### config.mk
export PLATFORM = sky130hd
export DESIGN_NAME = vga_frame_receiver
export DESIGN_NICKNAME = d
export VERILOG_FILES = /design/src/rtl/vga_pkg.sv /design/src/rtl/vga_sync_tracker.sv /design/src/rtl/vga_frame_receiver.sv
export SDC_FILE = /design/constraint.sdc
export NUM_CORES = 1
export LEC_CHECK = 0
export BUFFER_PORTS_ARGS = -buffer_cell sky130_fd_sc_hd__buf_2
export CORE_MARGIN = 10
export CORE_UTILIZATION = 40
export DETAILED_ROUTE_END_ITERATION = 10
export GPL_ROUTABILITY_DRIVEN = 0
export PLACE_DENSITY = 0.69
export SLEW_MARGIN = 10
export SYNTH_ARGS = -nofsm -noshare
export SYNTH_HDL_FRONTEND = slang
export SYNTH_SLANG_ARGS = --single-unit
### constraint.sdc
create_clock -name clk -period 9.3 [get_ports clk]
set_input_delay 1.86 -clock clk [delete_from_list [all_inputs] [get_ports clk]]
set_output_delay 1.86 -clock clk [all_outputs]
set_load 0.02 [all_outputs]
### src/rtl/vga_pkg.sv
// Shared 640x480 timing defaults, widths and sync-tracker state encoding
// for the VGA sink-side frame receiver.
package vga_pkg;

    localparam int unsigned CNT_W     = 10;
    localparam int unsigned RGB_W     = 12;
    localparam int unsigned KEY_CNT_W = 19;

    localparam int unsigned VGA_H_VISIBLE   = 640;
    localparam int unsigned VGA_H_TOTAL     = 800;
    localparam int unsigned VGA_H_START     = 144;
    localparam int unsigned VGA_V_VISIBLE   = 480;
    localparam int unsigned VGA_V_TOTAL     = 525;
    localparam int unsigned VGA_V_START     = 35;
    localparam int unsigned VGA_LOCK_FRAMES = 2;

    localparam logic [RGB_W-1:0] VGA_KEY_COLOR = 12'hF00;
    localparam logic [CNT_W-1:0] CNT_MAX       = '1;

    typedef enum logic [1:0] {
        SEARCH = 2'd0,
        TRAIN  = 2'd1,
        LOCKED = 2'd2
    } sync_state_e;

endpackage

### src/rtl/vga_sync_tracker.sv
// Rebuilds h/v position from HS/VS falling edges, checks line and frame
// lengths and runs the SEARCH/TRAIN/LOCKED lock state machine.
module vga_sync_tracker
    import vga_pkg::*;
#(
    parameter int unsigned H_VISIBLE   = VGA_H_VISIBLE,
    parameter int unsigned H_TOTAL     = VGA_H_TOTAL,
    parameter int unsigned H_START     = VGA_H_START,
    parameter int unsigned V_VISIBLE   = VGA_V_VISIBLE,
    parameter int unsigned V_TOTAL     = VGA_V_TOTAL,
    parameter int unsigned V_START     = VGA_V_START,
    parameter int unsigned LOCK_FRAMES = VGA_LOCK_FRAMES
) (
    input  logic             clk,
    input  logic             rst,
    input  logic             pix_en,
    input  logic             hs,
    input  logic             vs,
    output logic             locked,
    output logic             sample_ok_c,
    output logic             visible_c,
    output logic             bound_c,
    output logic             frame_c,
    output logic             err_c,
    output logic [CNT_W-1:0] x_c,
    output logic [CNT_W-1:0] y_c
);

    localparam logic [CNT_W-1:0] H_LAST  = CNT_W'(H_TOTAL - 1);
    localparam logic [CNT_W-1:0] V_LAST  = CNT_W'(V_TOTAL - 1);
    localparam logic [CNT_W-1:0] H_FIRST = CNT_W'(H_START);
    localparam logic [CNT_W-1:0] H_END   = CNT_W'(H_START + H_VISIBLE - 1);
    localparam logic [CNT_W-1:0] V_FIRST = CNT_W'(V_START);
    localparam logic [CNT_W-1:0] V_END   = CNT_W'(V_START + V_VISIBLE - 1);
    localparam int unsigned      GOOD_W  = $clog2(LOCK_FRAMES + 1);

    sync_state_e       state, state_nxt;
    logic [GOOD_W-1:0] good, good_nxt;
    logic              dirty, dirty_nxt;

    logic             hs_prev, vs_prev, vs_pend, vs_pend_nxt;
    logic [CNT_W-1:0] h_cnt, v_cnt, h_nxt, v_nxt;
    logic             hs_fall, vs_fall, any_err;

    // Edge detection, counters and length checks. A VS fall coinciding with
    // the HS fall starts the new frame on that same line.
    always_comb begin
        hs_fall     = pix_en & hs_prev & ~hs;
        vs_fall     = pix_en & vs_prev & ~vs;
        bound_c     = hs_fall & (vs_pend | vs_fall);
        any_err     = (pix_en & (hs_fall ? (h_cnt != H_LAST) : (h_cnt == H_LAST)))
                    | (bound_c & (v_cnt != V_LAST));
        vs_pend_nxt = vs_pend;
        if (bound_c) begin
            vs_pend_nxt = 1'b0;
        end else if (vs_fall) begin
            vs_pend_nxt = 1'b1;
        end
        h_nxt = h_cnt;
        if (hs_fall) begin
            h_nxt = '0;
        end else if (pix_en && h_cnt != CNT_MAX) begin
            h_nxt = h_cnt + CNT_W'(1);
        end
        v_nxt = v_cnt;
        if (bound_c) begin
            v_nxt = '0;
        end else if (hs_fall && v_cnt != CNT_MAX) begin
            v_nxt = v_cnt + CNT_W'(1);
        end
        // The sampled pixel is labelled with the post-update position.
        visible_c = (h_nxt >= H_FIRST) && (h_nxt <= H_END)
                 && (v_nxt >= V_FIRST) && (v_nxt <= V_END);
        x_c = h_nxt - H_FIRST;
        y_c = v_nxt - V_FIRST;
    end

    always_ff @(posedge clk) begin
        if (rst) begin
            hs_prev <= 1'b0;
            vs_prev <= 1'b0;
            vs_pend <= 1'b0;
            h_cnt   <= '0;
            v_cnt   <= '0;
        end else begin
            if (pix_en) begin
                hs_prev <= hs;
                vs_prev <= vs;
            end
            vs_pend <= vs_pend_nxt;
            h_cnt   <= h_nxt;
            v_cnt   <= v_nxt;
        end
    end

    always_ff @(posedge clk) begin
        if (rst) begin
            state  <= SEARCH;
            good   <= '0;
            dirty  <= 1'b0;
            locked <= 1'b0;
        end else begin
            state  <= state_nxt;
            good   <= good_nxt;
            dirty  <= dirty_nxt;
            locked <= (state_nxt == LOCKED);
        end
    end

    // Lock FSM; dirty remembers an error since the last frame boundary.
    always_comb begin
        state_nxt   = state;
        good_nxt    = good;
        dirty_nxt   = dirty;
        err_c       = 1'b0;
        frame_c     = 1'b0;
        sample_ok_c = 1'b0;
        case (state)
            SEARCH: begin
                if (bound_c) begin
                    state_nxt = TRAIN;
                    good_nxt  = '0;
                    dirty_nxt = 1'b0;
                end
            end
            TRAIN: begin
                if (any_err) begin
                    err_c     = 1'b1;
                    good_nxt  = '0;
                    dirty_nxt = ~bound_c;
                end else if (bound_c) begin
                    dirty_nxt = 1'b0;
                    if (!dirty) begin
                        good_nxt = good + GOOD_W'(1);
                        if (good == GOOD_W'(LOCK_FRAMES - 1)) begin
                            state_nxt = LOCKED;
                        end
                    end
                end
            end
            LOCKED: begin
                if (any_err) begin
                    err_c     = 1'b1;
                    state_nxt = SEARCH;
                end else begin
                    sample_ok_c = pix_en;
                    frame_c     = bound_c;
                end
            end
            default: state_nxt = SEARCH;
        endcase
    end

endmodule

### src/rtl/vga_frame_receiver.sv
// VGA sink: locks to HS/VS timing, reports pixel position/data and measures
// the key-colour bounding box and pixel count of every locked frame.
module vga_frame_receiver
    import vga_pkg::*;
#(
    parameter int unsigned      H_VISIBLE   = VGA_H_VISIBLE,
    parameter int unsigned      H_TOTAL     = VGA_H_TOTAL,
    parameter int unsigned      H_START     = VGA_H_START,
    parameter int unsigned      V_VISIBLE   = VGA_V_VISIBLE,
    parameter int unsigned      V_TOTAL     = VGA_V_TOTAL,
    parameter int unsigned      V_START     = VGA_V_START,
    parameter int unsigned      LOCK_FRAMES = VGA_LOCK_FRAMES,
    parameter logic [RGB_W-1:0] KEY_COLOR   = VGA_KEY_COLOR
) (
    input  logic                 clk,
    input  logic                 rst,
    input  logic                 pix_en,
    input  logic                 HS,
    input  logic                 VS,
    input  logic [RGB_W-1:0]     vgaRGB,
    output logic                 locked,
    output logic                 de,
    output logic [CNT_W-1:0]     px_x,
    output logic [CNT_W-1:0]     px_y,
    output logic [RGB_W-1:0]     px_rgb,
    output logic                 frame_done,
    output logic [KEY_CNT_W-1:0] key_count,
    output logic                 bbox_valid,
    output logic [CNT_W-1:0]     bbox_xmin,
    output logic [CNT_W-1:0]     bbox_xmax,
    output logic [CNT_W-1:0]     bbox_ymin,
    output logic [CNT_W-1:0]     bbox_ymax,
    output logic                 timing_err
);

    logic             sample_ok_c, visible_c, bound_c, frame_c, err_c, key_hit_c;
    logic [CNT_W-1:0] x_c, y_c;

    logic [KEY_CNT_W-1:0] acc_cnt;
    logic [CNT_W-1:0]     acc_xmin, acc_xmax, acc_ymin, acc_ymax;

    vga_sync_tracker #(
        .H_VISIBLE   (H_VISIBLE),
        .H_TOTAL     (H_TOTAL),
        .H_START     (H_START),
        .V_VISIBLE   (V_VISIBLE),
        .V_TOTAL     (V_TOTAL),
        .V_START     (V_START),
        .LOCK_FRAMES (LOCK_FRAMES)
    ) u_tracker (
        .clk         (clk),
        .rst         (rst),
        .pix_en      (pix_en),
        .hs          (HS),
        .vs          (VS),
        .locked      (locked),
        .sample_ok_c (sample_ok_c),
        .visible_c   (visible_c),
        .bound_c     (bound_c),
        .frame_c     (frame_c),
        .err_c       (err_c),
        .x_c         (x_c),
        .y_c         (y_c)
    );

    assign key_hit_c = sample_ok_c & visible_c & (vgaRGB == KEY_COLOR);

    // Pixel outputs hold between pix_en samples; strobes last one clk.
    always_ff @(posedge clk) begin
        if (rst) begin
            de         <= 1'b0;
            px_x       <= '0;
            px_y       <= '0;
            px_rgb     <= '0;
            frame_done <= 1'b0;
            timing_err <= 1'b0;
        end else begin
            frame_done <= pix_en & frame_c;
            timing_err <= pix_en & err_c;
            if (pix_en) begin
                de     <= sample_ok_c & visible_c;
                px_x   <= x_c;
                px_y   <= y_c;
                px_rgb <= vgaRGB;
            end
        end
    end

    // Key accumulators restart at every boundary; the boundary pixel itself
    // belongs to the new frame.
    always_ff @(posedge clk) begin
        if (rst) begin
            acc_cnt    <= '0;
            acc_xmin   <= CNT_MAX;
            acc_xmax   <= '0;
            acc_ymin   <= CNT_MAX;
            acc_ymax   <= '0;
            key_count  <= '0;
            bbox_valid <= 1'b0;
            bbox_xmin  <= CNT_MAX;
            bbox_xmax  <= '0;
            bbox_ymin  <= CNT_MAX;
            bbox_ymax  <= '0;
        end else begin
            if (pix_en && frame_c) begin
                key_count  <= acc_cnt;
                bbox_valid <= (acc_cnt != '0);
                bbox_xmin  <= acc_xmin;
                bbox_xmax  <= acc_xmax;
                bbox_ymin  <= acc_ymin;
                bbox_ymax  <= acc_ymax;
            end
            if (bound_c) begin
                acc_cnt  <= key_hit_c ? KEY_CNT_W'(1) : '0;
                acc_xmin <= key_hit_c ? x_c : CNT_MAX;
                acc_xmax <= key_hit_c ? x_c : '0;
                acc_ymin <= key_hit_c ? y_c : CNT_MAX;
                acc_ymax <= key_hit_c ? y_c : '0;
            end else if (key_hit_c) begin
                acc_cnt <= acc_cnt + KEY_CNT_W'(1);
                if (x_c < acc_xmin) acc_xmin <= x_c;
                if (x_c > acc_xmax) acc_xmax <= x_c;
                if (y_c < acc_ymin) acc_ymin <= y_c;
                if (y_c > acc_ymax) acc_ymax <= y_c;
            end
        end
    end

endmodule

Word-level counts from Yosys, hierarchy flattened
Index checks and enable logic that the tools add are counted.

Eq/ne operators: 13. Bitwise logic cells: 16. Magnitude comparators: 8. Reductions and logical operators: 21. Mux-type cells: 45. Add/sub/neg operators: 6.

Operator list (number): two-way mux 10 bit (20); != test 10 bit (second input constant) (4); two-way mux 19 bit (2); adder 10 x 1 -> 10 bit (second input constant) (2); greater-than comparator 10 bit (2); <= comparator 10 bit (second input constant) (2); less-than comparator 10 bit (2); two-way mux 2 bit (10); adder 19 x 1 -> 19 bit (second input constant) (1); nonzero test 19 bit (1); equality test 12 bit (second input constant) (1); nonzero test 2 bit (6); bitwise AND 1 bit (11); equality test 10 bit (second input constant) (1); greater-or-equal comparator 10 x 6 -> 1 bit (second input constant) (1); greater-or-equal comparator 10 x 8 -> 1 bit (second input constant) (1); two-way mux 1 bit (10); subtractor 10 x 6 -> 10 bit (second input constant) (1); subtractor 10 x 8 -> 10 bit (second input constant) (1); AND reduction 2 bit (4); logical AND 1 bit (6); one-hot mux 2 bit (3 select lines) (1); equality test 2 x 1 -> 1 bit (second input constant) (2); equality test 2 bit (second input constant) (2); other kinds (11) (15).

Output and inout bits: 96. Register bits after elaboration: 183. Logic and storage cells: 135. Bits of input ports: 17.

Depth between registers and ports, before layout
Depth in word-level cells: 12. Depth in mapped cells: 20. Mapped depth without buffers: 19.

Cells and area by module
Synthesis repeated with hierarchy kept, for this count alone.

Cell total of the unflattened synthesis: 1023. Area total of the unflattened synthesis: 8953.6 um^2.

Modules (own cells, without submodules): vga_frame_receiver (seq. area each 3083.0 um^2, times used 1, cells an instance 751, area an instance 6715.2 um^2); vga_sync_tracker (seq. area each 580.6 um^2, times used 1, cells an instance 272, area an instance 2238.4 um^2).

Worst setup path after synthesis
OpenSTA, ideal clock, no wires.

Path kind: in2reg. Start point: input port pix_en. End point: register acc_ymin[1]. Required time: 9.178 ns. Setup time: 0.122 ns. Slack: 3.548 ns. Stages on the path: 19. Data arrival time: 5.630 ns. Path buffers: 3. Cells stage by stage: buf_2 -> and3b_1 -> buf_2 -> o31ai_1 -> a22oi_1 -> inv_1 -> ha_1 -> o211ai_1 -> o31a_1 -> o21ai_0 -> ha_1 -> a21o_1 -> a211oi_1 -> o21ai_0 -> o211a_1 -> o31a_1 -> or4_1 -> buf_2 -> o32a_1.

Elaborated cells between the ends (all ways): 36. Classes of those cells: add/sub (1); order compare (5); mux (11); bitwise (11); reduce/logical (8).

RTL lines: from (decl) (RTL line vga_frame_receiver.sv:17) `input logic pix_en,`; bitwise AND 1 bit (on tied branches) (2 in a row) (RTL line vga_sync_tracker.sv:49, vga_sync_tracker.sv:48); bitwise OR 1 bit or logical AND 1 bit (tied branches) (RTL line vga_sync_tracker.sv:50, vga_sync_tracker.sv:68); bitwise AND 1 bit or two-way mux 10 bit (tied branches) (RTL line vga_sync_tracker.sv:50, vga_sync_tracker.sv:68); two-way mux 10 bit * (RTL line vga_sync_tracker.sv:66) `if (bound_c) begin`; subtractor 10 x 6 -> 10 bit * (RTL line vga_sync_tracker.sv:75) `y_c = v_nxt - V_FIRST;`; named net u_tracker.y_c[0] (RTL line vga_sync_tracker.sv:26) `output logic [CNT_W-1:0] y_c`; less-than comparator 10 bit * (RTL line vga_frame_receiver.sv:123) `if (y_c < acc_ymin) acc_ymin <= y_c;`; nonzero test 2 bit (no source line) *; AND reduction 2 bit (no source line) *; to (signal assigned) (RTL line vga_frame_receiver.sv:117) `acc_ymin <= key_hit_c ? y_c : CNT_MAX;`; to (signal assigned) (RTL line vga_frame_receiver.sv:123); to (decl) (RTL line vga_frame_receiver.sv:40) `logic [CNT_W-1:0] acc_xmin, acc_xmax, acc_ymin, acc_ymax;`.

The timed path passes the listed nets; every way through them passes the cells marked *. The select of a mux whose other input is x is not followed. A chain may end at the register's enable or synchronous reset.

Final worst setup path
Start point: input port pix_en. End point: register acc_ymin[9].

Elaborated cells between the ends (all ways): 36. Classes of those cells: add/sub (1); order compare (5); mux (11); bitwise (11); reduce/logical (8).

RTL lines: bitwise AND 1 bit (on tied branches) (2 in a row) (RTL line vga_sync_tracker.sv:49, vga_sync_tracker.sv:48); bitwise OR 1 bit or logical AND 1 bit (tied branches) (RTL line vga_sync_tracker.sv:50, vga_sync_tracker.sv:68); bitwise AND 1 bit or two-way mux 10 bit (tied branches) (RTL line vga_sync_tracker.sv:50, vga_sync_tracker.sv:68); two-way mux 10 bit * (RTL line vga_sync_tracker.sv:66); named net u_tracker.v_nxt[1] (RTL line vga_sync_tracker.sv:42) `logic [CNT_W-1:0] h_cnt, v_cnt, h_nxt, v_nxt;`; subtractor 10 x 6 -> 10 bit * (RTL line vga_sync_tracker.sv:75); named net u_tracker.y_c[4] (RTL line vga_sync_tracker.sv:26); less-than comparator 10 bit * (RTL line vga_frame_receiver.sv:123); nonzero test 2 bit (no source line) *; AND reduction 2 bit (no source line) *.

Marks and branches as above.

==> summary.md <==
| Metric | Value |
|---|---|
| Standard-cell rows | `between 50 and 60` |
| CTS max path bufs | `2` |
| Final period utilization | `between 70% and 80%` |
| Die ar. | `28800 um^2` |
| WS Path Type | `in2reg` |
| Max Cap Viol | `0` |
| IO Port Bufs | `about 110` |
| Finished Core Util | `46.8%` |
| Comb pwr share | `roughly 4.6%` |
| Placed cells | `about 1400` |
| Sequential power share | `approximately half` |
| R2R depth | `17` |
| Yosys Warn Count | `0` |
| Placed cell areas | `roughly 9700 um^2` |
| Share of cells above drive strength 1 | `approximately 16%` |
| Sequential-to-total area share from yosys stat | `between 40 and 50%` |
| Post-Synth XOR/XNOR Area | `1.37%` |
| Final Cell Area | `between 10000 and 15000 um^2` |
| WHS Path Cells | `2` |
| Global-route wire length before repair | `~40000 um` |
| Final Setup Violations | `0` |
| Post-cts gate resize count | `0` |
| Power Density | `~160 nW/um^2` |
| Total CTS buffers | `17` |
| Data required, critical path | `about 9.6 ns` |
| Register bit total from synthesis | `~180` |
| Mapped cell area | `~8900 um^2` |
| HPWL after DPL | `between 15000 and 20000 um` |
| Total setup buffers inserted after CTS | `0` |
| Max frequency | `0.147 GHz` |
| Drt total wl | `24300 um` |
| Worst vdd ir | `between 0.00009 and 0.0001 V` |
| Setup Skew | `0.0117 ns` |
| Share of the synthesized area in the top cell type | `about two fifths` |
| Initial antenna violation count | `0` |
| Worst slew pin tran | `just under 1 ns` |
| Routed len/inst | `17.3 um` |
| Io pins | `approximately 110` |
| Clock Latency Late Sink | `around 0.44 ns` |
| Clock Tree Root | `clkbuf_16` |
| NumNets Final | `roughly 1200` |
| Ant diodes | `0` |
| Outcome | `completed` |
| Fraction of the mapped netlist area in compound gates | `20.3%` |
| CP cell instances | `buf_2 > buf_4 > nand3b_1 > a31oi_1 > mux2i_1 > nor2_1 > ha_1 > o211ai_1 > o31a_1 > o21ai_0 > ha_1 > a21o_1 > a211oi_1 > o21ai_0 > o211a_1 > o31a_1 > or4_1 > o32a_1` |
| CORE AREA | `roughly 22000 um^2` |
| First DRT Iteration DRCs | `roughly 560` |
| Synth async-reset ratio | `0%` |
| Routed vias/inst | `around 5.6` |
| Largest regs | `acc_cnt: 19 flops, key_count: 19 flops, px_rgb: 12 flops` |
| Vert. Die Dim | `between 150 and 200 um` |
| CP Capture Type | `register` |
| Vias | `about 7800` |
| Clk pin slew, worst setup/hold paths | `~0.070 ns` |
| Area growth from synthesis to layout | `14.6%` |
| All-Layer GR Usage | `approximately 17%` |
| EDFF count, synth | `0` |
| Area leader, netlist | `dfxtp_1` |
| Worst path max stage delay | `roughly 0.6 ns` |
| Sw Ratio | `between 20% and 30%` |
| Leak Pwr | `4.20 nW` |
| CP max FO | `45` |
| Post-route ant nets | `0` |
| Syn Area/Cell | `about 8.7 um^2` |
| Sink Count | `~180` |
| Slowest cell on crit path | `buf_4` |
| Largest family of logic cells by synthesized area | `compound AO/OA/AOI/OAI gates` |
| Psw | `0.409 mW` |
| Final setup TNS | `0 ns` |
| Ranking of synthesized cells by area | `dfxtp_1, ha_1, nand2_1` |
| Most common cell after layout, fill and taps aside | `dfxtp_1` |
| Non-filler cells, final | `1400` |
| H-tree lvl count | `4` |
| Hold_buf cts | `0` |
| Die width | `around 170 um` |
| Commonest non-fill, non-tap cells in the layout | `dfxtp_1, nand2_1, buf_2` |
| Post-synthesis mux area share | `4.45%` |
| Final Hold Vio Count | `0` |
| DRC Markers | `0` |
| Arr. time, crit path | `~7 ns` |
| Tmin final | `between 6 and 7 ns` |
| Top FF cell, synth | `dfxtp_1` |
| Hold_ws | `between 0.4 and 0.5 ns` |
| Largest net degree at the start of global routing | `59` |
| Syn Inst Count | `~1000` |
| Rel. slew slack | `approximately 36%` |
| Levels on crit path | `18` |
| RSZ-0062 raised after global routing | `false` |
| Crit start category | `input pin` |
| Crit path max-delay family | `compound AO/OA/AOI/OAI gates` |
| GRT overflow | `0` |
| Simple-gate share of the synthesized area | `20.1%` |
| Pins over their slew limit | `0` |
| Synth cell types | `70` |
| P_int | `1.20 mW` |
| CTS tree | `yes` |
| Clock group share of total power | `45.7%` |
| Net Count, Synth | `1104` |
| Adder-Cell Fraction of Synth Area | `roughly 7.4%` |
| Vias in the first global route | `~7600` |
| CP Buf/Inv Count | `2` |
| Effective utilization at floorplan | `approximately two fifths` |
| TritonRoute pass-1 iters | `6` |
| Hold Crit Class | `reg2reg` |
kinds of logic after synthesis:
| logic type | Yosys count |
|---|---|
| AOI/OAI and AO/OA | 252 |
| adders and majority gates | 53 |
| buffers and inverters | 124 |
| DFF | 183 |
| xor gates and xnor gates | 14 |
| and+or+nand+nor | 369 |
| muxes | 39 |
Yosys cell counts (9+ instances only):
library cell and count:
mux2i_1 33, clkbuf_1 49, nor2_1 83, xnor2_1 10
a211oi_1 12, o32a_1 18, o211ai_1 33, and3_1 11
o21ai_0 31, or4_1 15, o31ai_1 16, a21oi_1 72
nand2_1 143, nor3_1 10, nand3_1 23, ha_1 53
and2_1 9, dfxtp_1 183, nand4_1 28, buf_2 12
inv_1 60
power by group through the flow:
stage | Sequential (mW) | Combinational [mW] | Clock [mW]
after floorplan | 0.825 | 0.0388 | 0
after global placement | 0.817 | 0.0728 | 0
after detailed placement | 0.817 | 0.0735 | 0
after CTS | 0.799 | 0.0738 | 0.748
after global routing | 0.800 | 0.0798 | 0.773
final | 0.799 | 0.0731 | 0.734
worst paths after layout:
path / to / slack, ns / startpoint
hold / removal: bbox_ymax[1] / 0.45 / bbox_ymax[1]
setup / recovery: acc_ymin[9] / 2.51 / pix_en
setup reg to reg: acc_ymin[9] / 3.95 / u_tracker.v_cnt[0]
hold reg to reg: bbox_ymax[1] / 0.45 / bbox_ymax[1]
cell type report:
cell class / instances / area, um^2
clock buffer: 17 / 425
clock inverter: 15 / 164
fill: 2179 / 11600
inverter: 60 / 225
multi-input combinational: 727 / 4820
sequential: 183 / 3660
tap: 280 / 350
timing repair buffer: 118 / 608
layer usage:
layer,routed length (um),vias to the layer above,track usage (%)
li1,-,3882,-
met1,11600,3676,21.6
met2,11000,185,26.7
met3,1260,30,3.75
met4,427,0,5.89
met5,0,-,0
per-stage QoR:
stage          total power [mW]  setup WS, ns
2_1_floorplan             0.864          3.55
3_3_place_gp              0.890          2.26
3_5_place_dp              0.891          2.16
4_1_cts                    1.62          2.58
5_1_grt                    1.65          2.00
6_report                   1.61          2.51
worst min-delay path, stage by stage (launching register included):
cell and delay, ns:
dfxtp_1 0.31, nand2_1 0.05, a21oi_1 0.05
No activity file was read; power rests on OpenSTA's default activity.
